===== config.mk =====
export PLATFORM = sky130hd
export DESIGN_NAME = time_counter_hms
export DESIGN_NICKNAME = d
export VERILOG_FILES = /design/src/rtl/time_pkg.sv /design/src/rtl/tick_prescaler.sv /design/src/rtl/time_counter_hms.sv
export SDC_FILE = /design/constraint.sdc
export NUM_CORES = 1
export LEC_CHECK = 0
export CORE_ASPECT_RATIO = 0.8
export CORE_MARGIN = 4
export CORE_UTILIZATION = 55
export DETAILED_ROUTE_END_ITERATION = 8
export GPL_ROUTABILITY_DRIVEN = 0
export PLACE_DENSITY = 0.81
export RECOVER_POWER = 50
export SLEW_MARGIN = 30
export SYNTH_ARGS = -nofsm -noshare
export SYNTH_HDL_FRONTEND = slang
export SYNTH_SLANG_ARGS = --single-unit
export TNS_END_PERCENT = 50

===== constraint.sdc =====
create_clock -name InClk -period 3.5 [get_ports InClk]
set_clock_uncertainty 0.05 [all_clocks]
set_input_delay 0.7 -clock InClk [delete_from_list [all_inputs] [get_ports InClk]]
set_output_delay 0.7 -clock InClk [all_outputs]
set_load 0.05 [all_outputs]

===== src/rtl/time_pkg.sv =====
//------------------------------------------------------------------------------
// time_pkg
//
// Shared definitions for the hours/minutes/seconds timekeeping blocks.
//
//   SEC_MAX / MIN_MAX : last legal value of the seconds / minutes fields
//   SEC_W / MIN_W     : seconds / minutes field widths
//   HOUR_W            : hours field width (covers HOUR_MAX up to 31)
//   time_t            : packed {hour, min, sec} triple
//   sat_field()       : clamps a 6-bit preset to a field maximum
//   is_zero()         : true when a time value is 00:00:00
//------------------------------------------------------------------------------
package time_pkg;

    localparam int SEC_MAX = 59;
    localparam int MIN_MAX = 59;

    localparam int SEC_W  = 6;
    localparam int MIN_W  = 6;
    localparam int HOUR_W = 5;

    typedef struct packed {
        logic [HOUR_W-1:0] hour;
        logic [MIN_W-1:0]  min;
        logic [SEC_W-1:0]  sec;
    } time_t;

    // Presets above the field maximum clamp to the maximum rather than wrap,
    // so a bad preset can never leave a field out of range.
    function automatic logic [5:0] sat_field(input logic [5:0] value,
                                             input logic [5:0] max_value);
        return (value > max_value) ? max_value : value;
    endfunction

    function automatic logic is_zero(input time_t t);
        return (t == '0);
    endfunction

endpackage


===== src/rtl/tick_prescaler.sv =====
//------------------------------------------------------------------------------
// tick_prescaler
//
// Divides InClk down to one strobe per second. The counter runs 0..CLK_HZ-1
// and wraps, so the strobe period is exactly CLK_HZ enabled cycles.
// While InEnable is low the count holds and the strobe is suppressed;
// counting resumes from the held value. InClear restarts the count at 0 and
// overrides InEnable.
//
// Parameters:
//   CLK_HZ  : InClk frequency in Hz (divide ratio)
//   PRE_W   : counter width, derived from CLK_HZ
//
// Ports:
//   InClk      in   system clock
//   InReset    in   asynchronous active-low reset
//   InEnable   in   1 = count, 0 = hold
//   InClear    in   synchronous restart of the count at 0
//   OutSecEvt  out  combinational strobe, high in the last cycle of a second
//------------------------------------------------------------------------------
module tick_prescaler #(
    parameter int CLK_HZ = 1_000_000,
    parameter int PRE_W  = $clog2(CLK_HZ)
) (
    input  logic InClk,
    input  logic InReset,
    input  logic InEnable,
    input  logic InClear,
    output logic OutSecEvt
);

    localparam logic [PRE_W-1:0] LAST = PRE_W'(CLK_HZ - 1);

    logic [PRE_W-1:0] count;
    logic             at_last;

    assign at_last = (count == LAST);

    // The strobe is taken straight from the count so the field update lands
    // exactly one edge after the last prescaler cycle.
    assign OutSecEvt = InEnable && at_last;

    // NOTE: clocked state is written with non-blocking assignments so every
    // register samples pre-edge values; blocking here would create ordering
    // dependent races between always_ff blocks.
    always_ff @(posedge InClk or negedge InReset) begin
        if (!InReset) begin
            count <= '0;
        end else if (InClear) begin
            count <= '0;
        end else if (InEnable) begin
            count <= at_last ? '0 : count + PRE_W'(1);
        end
    end

endmodule


===== src/rtl/time_counter_hms.sv =====
//------------------------------------------------------------------------------
// time_counter_hms
//
// Hours/minutes/seconds timekeeper with up/down counting, pause, preset
// load, per-second tick strobe, alarm compare and countdown-expired flag.
//
// Parameters:
//   CLK_HZ    : InClk frequency; one field update every CLK_HZ enabled cycles
//   HOUR_MAX  : last hour value before wrap (1..31)
//   PRE_W     : prescaler width, derived
//
// Ports:
//   InClk        in   system clock
//   InReset      in   asynchronous active-low reset
//   InEnable     in   1 = run, 0 = pause (prescaler and fields hold)
//   InDir        in   1 = count up, 0 = count down
//   InLoad       in   one-cycle synchronous preset strobe
//   InLoadSec    in   preset seconds  (saturates at 59)
//   InLoadMin    in   preset minutes  (saturates at 59)
//   InLoadHour   in   preset hours    (saturates at HOUR_MAX)
//   InAlarmEn    in   alarm compare enable
//   InAlarmMin   in   alarm minute
//   InAlarmHour  in   alarm hour
//   OutSecond    out  seconds 0..59
//   OutMinute    out  minutes 0..59
//   OutHour      out  hours 0..HOUR_MAX
//   OutTick      out  one-cycle pulse on every field update
//   OutAlarm     out  one-cycle pulse on an update that lands on hh:mm:00
//   OutExpired   out  level, countdown has reached 00:00:00
//------------------------------------------------------------------------------
module time_counter_hms
    import time_pkg::*;
#(
    parameter int CLK_HZ   = 1_000_000,
    parameter int HOUR_MAX = 23,
    parameter int PRE_W    = $clog2(CLK_HZ)
) (
    input  logic              InClk,
    input  logic              InReset,
    input  logic              InEnable,
    input  logic              InDir,
    input  logic              InLoad,
    input  logic [SEC_W-1:0]  InLoadSec,
    input  logic [MIN_W-1:0]  InLoadMin,
    input  logic [HOUR_W-1:0] InLoadHour,
    input  logic              InAlarmEn,
    input  logic [MIN_W-1:0]  InAlarmMin,
    input  logic [HOUR_W-1:0] InAlarmHour,
    output logic [SEC_W-1:0]  OutSecond,
    output logic [MIN_W-1:0]  OutMinute,
    output logic [HOUR_W-1:0] OutHour,
    output logic              OutTick,
    output logic              OutAlarm,
    output logic              OutExpired
);

    localparam logic [SEC_W-1:0]  SEC_LAST  = SEC_W'(SEC_MAX);
    localparam logic [MIN_W-1:0]  MIN_LAST  = MIN_W'(MIN_MAX);
    localparam logic [HOUR_W-1:0] HOUR_LAST = HOUR_W'(HOUR_MAX);

    time_t cur;        // registered time
    time_t nxt;        // time after one step in the current direction
    time_t preset;     // saturated load value

    logic sec_evt;
    logic at_zero;
    logic do_step;
    logic alarm_hit;

    logic tick_q;
    logic alarm_q;
    logic expired_q;

    //--------------------------------------------------------------------------
    // One-second strobe; a load restarts the second from zero.
    //--------------------------------------------------------------------------
    tick_prescaler #(
        .CLK_HZ (CLK_HZ),
        .PRE_W  (PRE_W)
    ) u_prescaler (
        .InClk     (InClk),
        .InReset   (InReset),
        .InEnable  (InEnable),
        .InClear   (InLoad),
        .OutSecEvt (sec_evt)
    );

    //--------------------------------------------------------------------------
    // Next-value cascade. Every field is range-checked before it is chosen,
    // so the register can only ever receive a legal value.
    //--------------------------------------------------------------------------
    // NOTE: every signal written in an always_comb gets a default first so no
    // path leaves it unassigned, which would otherwise infer a latch.
    always_comb begin
        nxt = cur;
        if (InDir) begin
            if (cur.sec >= SEC_LAST) begin
                nxt.sec = '0;
                if (cur.min >= MIN_LAST) begin
                    nxt.min  = '0;
                    nxt.hour = (cur.hour >= HOUR_LAST) ? '0 : cur.hour + HOUR_W'(1);
                end else begin
                    nxt.min = cur.min + MIN_W'(1);
                end
            end else begin
                nxt.sec = cur.sec + SEC_W'(1);
            end
        end else begin
            // At 00:00:00 the step is suppressed below, so the hour
            // decrement can never underflow.
            if (cur.sec == '0) begin
                nxt.sec = SEC_LAST;
                if (cur.min == '0) begin
                    nxt.min  = MIN_LAST;
                    nxt.hour = (cur.hour == '0) ? '0 : cur.hour - HOUR_W'(1);
                end else begin
                    nxt.min = cur.min - MIN_W'(1);
                end
            end else begin
                nxt.sec = cur.sec - SEC_W'(1);
            end
        end
    end

    always_comb begin
        preset.sec  = sat_field(InLoadSec, SEC_LAST);
        preset.min  = sat_field(InLoadMin, MIN_LAST);
        preset.hour = (InLoadHour > HOUR_LAST) ? HOUR_LAST : InLoadHour;
    end

    assign at_zero = is_zero(cur);

    // A countdown parked at 00:00:00 swallows the strobe: no update, no tick.
    assign do_step = sec_evt && (InDir || !at_zero);

    // The alarm looks at the value being stepped into, so it can only fire
    // alongside a tick and only once per match; loads never reach it.
    assign alarm_hit = InAlarmEn
                    && (nxt.hour == InAlarmHour)
                    && (nxt.min  == InAlarmMin)
                    && (nxt.sec  == '0);

    //--------------------------------------------------------------------------
    // State registers. Priority: reset > load > second strobe.
    //--------------------------------------------------------------------------
    always_ff @(posedge InClk or negedge InReset) begin
        if (!InReset) begin
            cur       <= '0;
            tick_q    <= 1'b0;
            alarm_q   <= 1'b0;
            expired_q <= 1'b0;
        end else begin
            tick_q  <= 1'b0;
            alarm_q <= 1'b0;
            if (InLoad) begin
                cur       <= preset;
                expired_q <= !InDir && is_zero(preset);
            end else begin
                if (do_step) begin
                    cur     <= nxt;
                    tick_q  <= 1'b1;
                    alarm_q <= alarm_hit;
                end
                // Counting up always clears the flag; counting down sets it
                // on the edge that lands on 00:00:00 (or finds it already there).
                if (InDir) begin
                    expired_q <= 1'b0;
                end else if (sec_evt && (at_zero || is_zero(nxt))) begin
                    expired_q <= 1'b1;
                end
            end
        end
    end

    assign OutSecond  = cur.sec;
    assign OutMinute  = cur.min;
    assign OutHour    = cur.hour;
    assign OutTick    = tick_q;
    assign OutAlarm   = alarm_q;
    assign OutExpired = expired_q;

endmodule


* Yosys cells after proc, flatten, opt, wreduce, memory -nomap -nowiden *
Index checks and enable logic that the tools add are counted.

operators by class
  add/subtract/negate cells = 7
  magnitude comparators = 6
  equality and inequality tests = 3
  muxes and demuxes = 26
  reductions and logical operators = 21

operators by type and width
  kind                     count
  $mux W20                 3
  $logic_not A17 Y1        3
  $mux W17                 3
  $mux W6                  6
  $mux W5                  5
  $mux W11                 2
  $add A20 B1 Y20 const B  1
  $eq A20 B20 Y1 const B   1
  $logic_not A6 Y1         3
  $add A6 B1 Y6 const B    2
  $ge A6 B6 Y1 const B     2
  $gt A6 B6 Y1 const B     2
  $sub A6 B1 Y6 const B    2
  $logic_and A1 B1 Y1      7
  $mux W1                  7
  $eq A6 B6 Y1             1
  $add A5 B1 Y5 const B    1
  $eq A5 B5 Y1             1
  $ge A5 B5 Y1 const B     1
  $gt A5 B5 Y1 const B     1
  $logic_not A5 Y1         1
  $sub A5 B1 Y5 const B    1
  $reduce_bool A2 Y1       2
  $reduce_bool A3 Y1       1
  2 further kinds          4

word-level totals
  flip-flop bits (word level) = 40
  input bits = 34
  output and inout bits = 20
  logic and storage cells = 70

* Logic depth before layout (Yosys ltp) *
  depth in word-level cells = 11
  depth in mapped cells = 14
  depth with buffers taken out = 9

* Modules after synthesis *
From an unflattened synthesis, not the netlist that was laid out.

second synthesis, totals
  cell total of the unflattened synthesis = 457
  area, all modules = 3570.9 sq um

modules (own cells, without submodules)
  module            times used  cells each  area each (sq um)  seq. area each (sq um)
  time_counter_hms  1           321         2368.5             500.5
  tick_prescaler    1           136         1202.4             500.5

* Worst setup path after synthesis *
No wires, ideal clock.

  path type = register to register
  start = register cur, in the netlist OutSecond[0]
  end = register alarm_q (netlist: OutAlarm)
  library setup time = 0.080 ns
  arrival time = 2.985 ns
  required time = 3.370 ns
  setup slack = 0.385 ns
  stages on the path, launching flop included = 12
  path buffers = 2
  period minus slack after synthesis = 3.115 ns
  path through = dfrtp_1 -> buf_2 -> inv_1 -> ha_1 -> nor2b_1 -> buf_2 -> a2111oi_4 -> a211oi_1 -> nor4b_2 -> nand2_1 -> or4_1 -> nor3_2

between the ends
  longest elaborated chain between the ends = 9
  elaborated cells between the ends (all ways) = 21
  those cells by class = add/sub (2); order compare (1); eq/ne (2); mux (7); reduce/logical (9)

RTL lines
  what                                              line                                             source
  start: declaration                                time_counter_hms.sv:61                           time_t cur;
  start signal: assignment                          time_counter_hms.sv:156                          cur <= preset;
  start signal: assignment                          time_counter_hms.sv:160                          cur <= nxt;
  $ge A6 B6 Y1 or $logic_not A6 Y1 (tied branches)  time_counter_hms.sv:97, time_counter_hms.sv:111
  $mux W11 (on tied branches)                       time_counter_hms.sv:97, time_counter_hms.sv:111
  $mux W17                                          time_counter_hms.sv:96                           if (InDir) begin
  $eq A5 B5 Y1                                      time_counter_hms.sv:139                          && (nxt.hour == InAlarmHour)
  $logic_and A1 B1 Y1                               time_counter_hms.sv:139
  $logic_and A1 B1 Y1                               time_counter_hms.sv:140                          && (nxt.min == InAlarmMin)
  $logic_and A1 B1 Y1                               time_counter_hms.sv:141                          && (nxt.sec == '0);
  $mux W1 (*)                                       time_counter_hms.sv:159                          if (do_step) begin
  $mux W1 (*)                                       time_counter_hms.sv:155                          if (InLoad) begin
  end signal: assignment                            time_counter_hms.sv:162                          alarm_q <= alarm_hit;
  end: declaration                                  time_counter_hms.sv:71                           logic alarm_q;

Mark *: on every way between the ends. The rest lies on a longest branch, timed or not.
A chain may end at the register's enable or synchronous reset.

* Final worst setup path *
  start = register cur, in the netlist OutSecond[1]
  end = register alarm_q (netlist: OutAlarm)

Same word-level chain as after synthesis.

==> run metrics <==
Least-Margin Pin Slew 2.22 ns; placed insts 527; Finished Layout Cells 535; Netlist cell types 72; largest net degree at the start of global routing 43; Startpoint Class flip-flop; Skew-Pair Late Insertion Delay 0.30 ns; fin util 68.2%; I/O pin cnt 54; Fmax 0.316 GHz; Final Setup Violations 0; CTS H-tree depth 2; syn_nets 458; Final Max Slew Viols 84; grt ovf 0; Die Ht 79 microns; first-pass GRT wire length 15,900 microns; Via density 6.50; most frequent cells in the layout clkdlybuf4s50_1, dfrtp_1, nor2_1; dpl hpwl 7100 microns; ANT cells 0; ys flop type dfrtp_1; switching fraction of total power 35.9%; DR vias 3,477; Sink Count 40; hold_sp u_prescaler.count[18]; Worst Path Arrival 3.34 ns; drt first pass iters 5; setup TNS 0 ns; Gate power share 31.5%; net switching power 489 uW; RR Endpoint OutAlarm; maxcap violations 2; vias in the first global route 3,155; maximum fanout along the worst path 9; Crit Reg-Reg Startpoint OutSecond[1]; Leak 0.00157 uW; PostCTS Resize Cnt 0; share of layout cells above drive strength 1 8.81%; Design Power 1360 uW; EDFF count, synth 0; r2r setup slk 0.34 ns; multi-input combinational cell area 0.00224 sq mm; Core Region 0.00601 sq mm; Post-Syn Area 0.00347 sq mm; die area 0.00764 sq mm; PortBufs 53; Final Instance Area 0.00410 sq mm; Worst Hold Class flip-flop to flip-flop; relative slew slack -47.9%; Int Power 873 uW; commonest non-fill, non-tap cell in the layout clkdlybuf4s50_1; RSZ-0062 raised after global routing no; Post-DP Area 0.00400 sq mm; Avg Cell Area, Syn 8.33 sq um; CTS tree done; Clock transition at path regs 0.08 ns; filler instances 510; crit path kind flip-flop to flip-flop; sequential power share 40.3%; Hold Vio Cnt, Final 0; Clock Tree Root clkbuf_8; Critical Path RT 3.68 ns; post-route ant nets 0; antenna violations before repair 0; Layout area overhead 18.2%; hold_buf cts 0; ys async rst share 100%; # DRC 0; cts bufs inserted 5; reg2reg path depth 9; initial core utilization 57.7%; nets 495; final worst path period share 90.3%; warnings from Yosys 0; Rows 25; status finished with violations; pwr dens 332 mW/mm^2; Synth Instances 416; final wirelength 9670 microns; WHS Endpoint u_prescaler.count[18]; Setup crit end kind flip-flop; DR iter-0 viols 350; hold-critical path depth 1; maximum VDD drop 225 uV; register area share after synthesis 28.9%; failing checks max-capacitance violations, max-slew violations; Yosys reg bits 40; GR Util All Layers 25.5%; post-DR wirelength/cell 18.1 microns; clock buffer depth 2; register area 0.00100 sq mm; Post-CTS Setup Inserts 0; Tmin final 3.16 ns; CP startpoint OutSecond[1]; clock power share 28.2%; Die Wd 96.8 microns
worst max-delay path: stages, from the launching register on:
cell and delay, ns:
dfrtp_1 0.48, inv_1 0.12, ha_1 0.26, nor2b_1 0.43, nand2_1 0.22, mux4_2 0.54
xor2_1 0.17, nand2_1 0.08, or4_1 0.56, nor3_2 0.19
flip-flops by register name (all words and copies together), names as in the netlist:
name	cells
OutExpired	1
OutTick	1
OutHour	5
OutSecond	6
OutAlarm	1
OutMinute	6
u_prescaler.count	20
metal layers:
| metal | global-route usage, % | up-vias | share of wire [%] |
|---|---|---|---|
| li1 | - | 1625 | - |
| met1 | 37.1 | 1643 | 45 |
| met2 | 39.3 | 185 | 45 |
| met3 | 4.21 | 24 | 8.6 |
| met4 | 6.87 | 0 | 1.6 |
| met5 | 0 | - | 0 |
power groups by stage:
stage / registers (uW) / logic (uW) / clock network, uW
after detailed placement: 556 / 422 / 0
after global routing: 556 / 461 / 419
final: 549 / 429 / 384
after floorplan: 584 / 249 / 0
after CTS: 546 / 426 / 395
after global placement: 554 / 415 / 0
cells in the mapped netlist (all sizes together), types with 6 or more instances:
cell    instances  area share [%]
nor2           39             4.4
nand4          12             2.2
nand3          20             2.9
and4            6             1.5
a211oi          7             1.7
a31oi          11             2.0
xor2           15             3.8
o21ai          38             5.5
xnor2          12             3.0
dfrtp          40              29
nor3           14             2.6
ha              8             2.9
mux2i          10             2.9
nand2          31             3.4
buf            19             3.6
a21oi          16             2.3
clkbuf         16             1.8
nor4            9             2.0
and3            7             1.3
inv             9            0.97
worst max path at each step:
stage / to / slack, ns / depth (start not counted)
2_1_floorplan: OutAlarm / 0.38 / 11
3_3_place_gp: OutAlarm / 0.46 / 8
3_5_place_dp: OutAlarm / 0.27 / 8
4_1_cts: OutAlarm / 0.39 / 10
5_1_grt: OutAlarm / 0.14 / 10
6_report: OutAlarm / 0.34 / 9
cell families (layout without fill, tap and decap cells):
family	after synthesis	in the layout	share of synthesized area, %
multiplexers	13	13	4.51
AND/OR/NAND/NOR	170	170	27.5
buffers and inverters	44	82	6.39
adder cells (fa/ha/maj)	8	8	2.89
AO/OA/AOI/OAI	114	114	23.0
XOR/XNOR	27	27	6.82
flip-flops	40	40	28.9
layout make-up:
type | instances | area share (%)
multi-input combinational | 332 | 54.7
clock inverter | 2 | 0.855
sequential | 40 | 24.4
clock buffer | 6 | 1.77
inverter | 9 | 0.824
timing repair buffer | 65 | 14.9
tap | 81 | 2.47
per-stage QoR:
step	setup slack [ns]	hold WS [ns]
2_1_floorplan	0.385	0.354
3_3_place_gp	0.460	0.416
3_5_place_dp	0.274	0.428
4_1_cts	0.390	0.441
5_1_grt	0.136	0.447
6_report	0.339	0.443
Note: power is estimated with default switching activity, not from simulation.
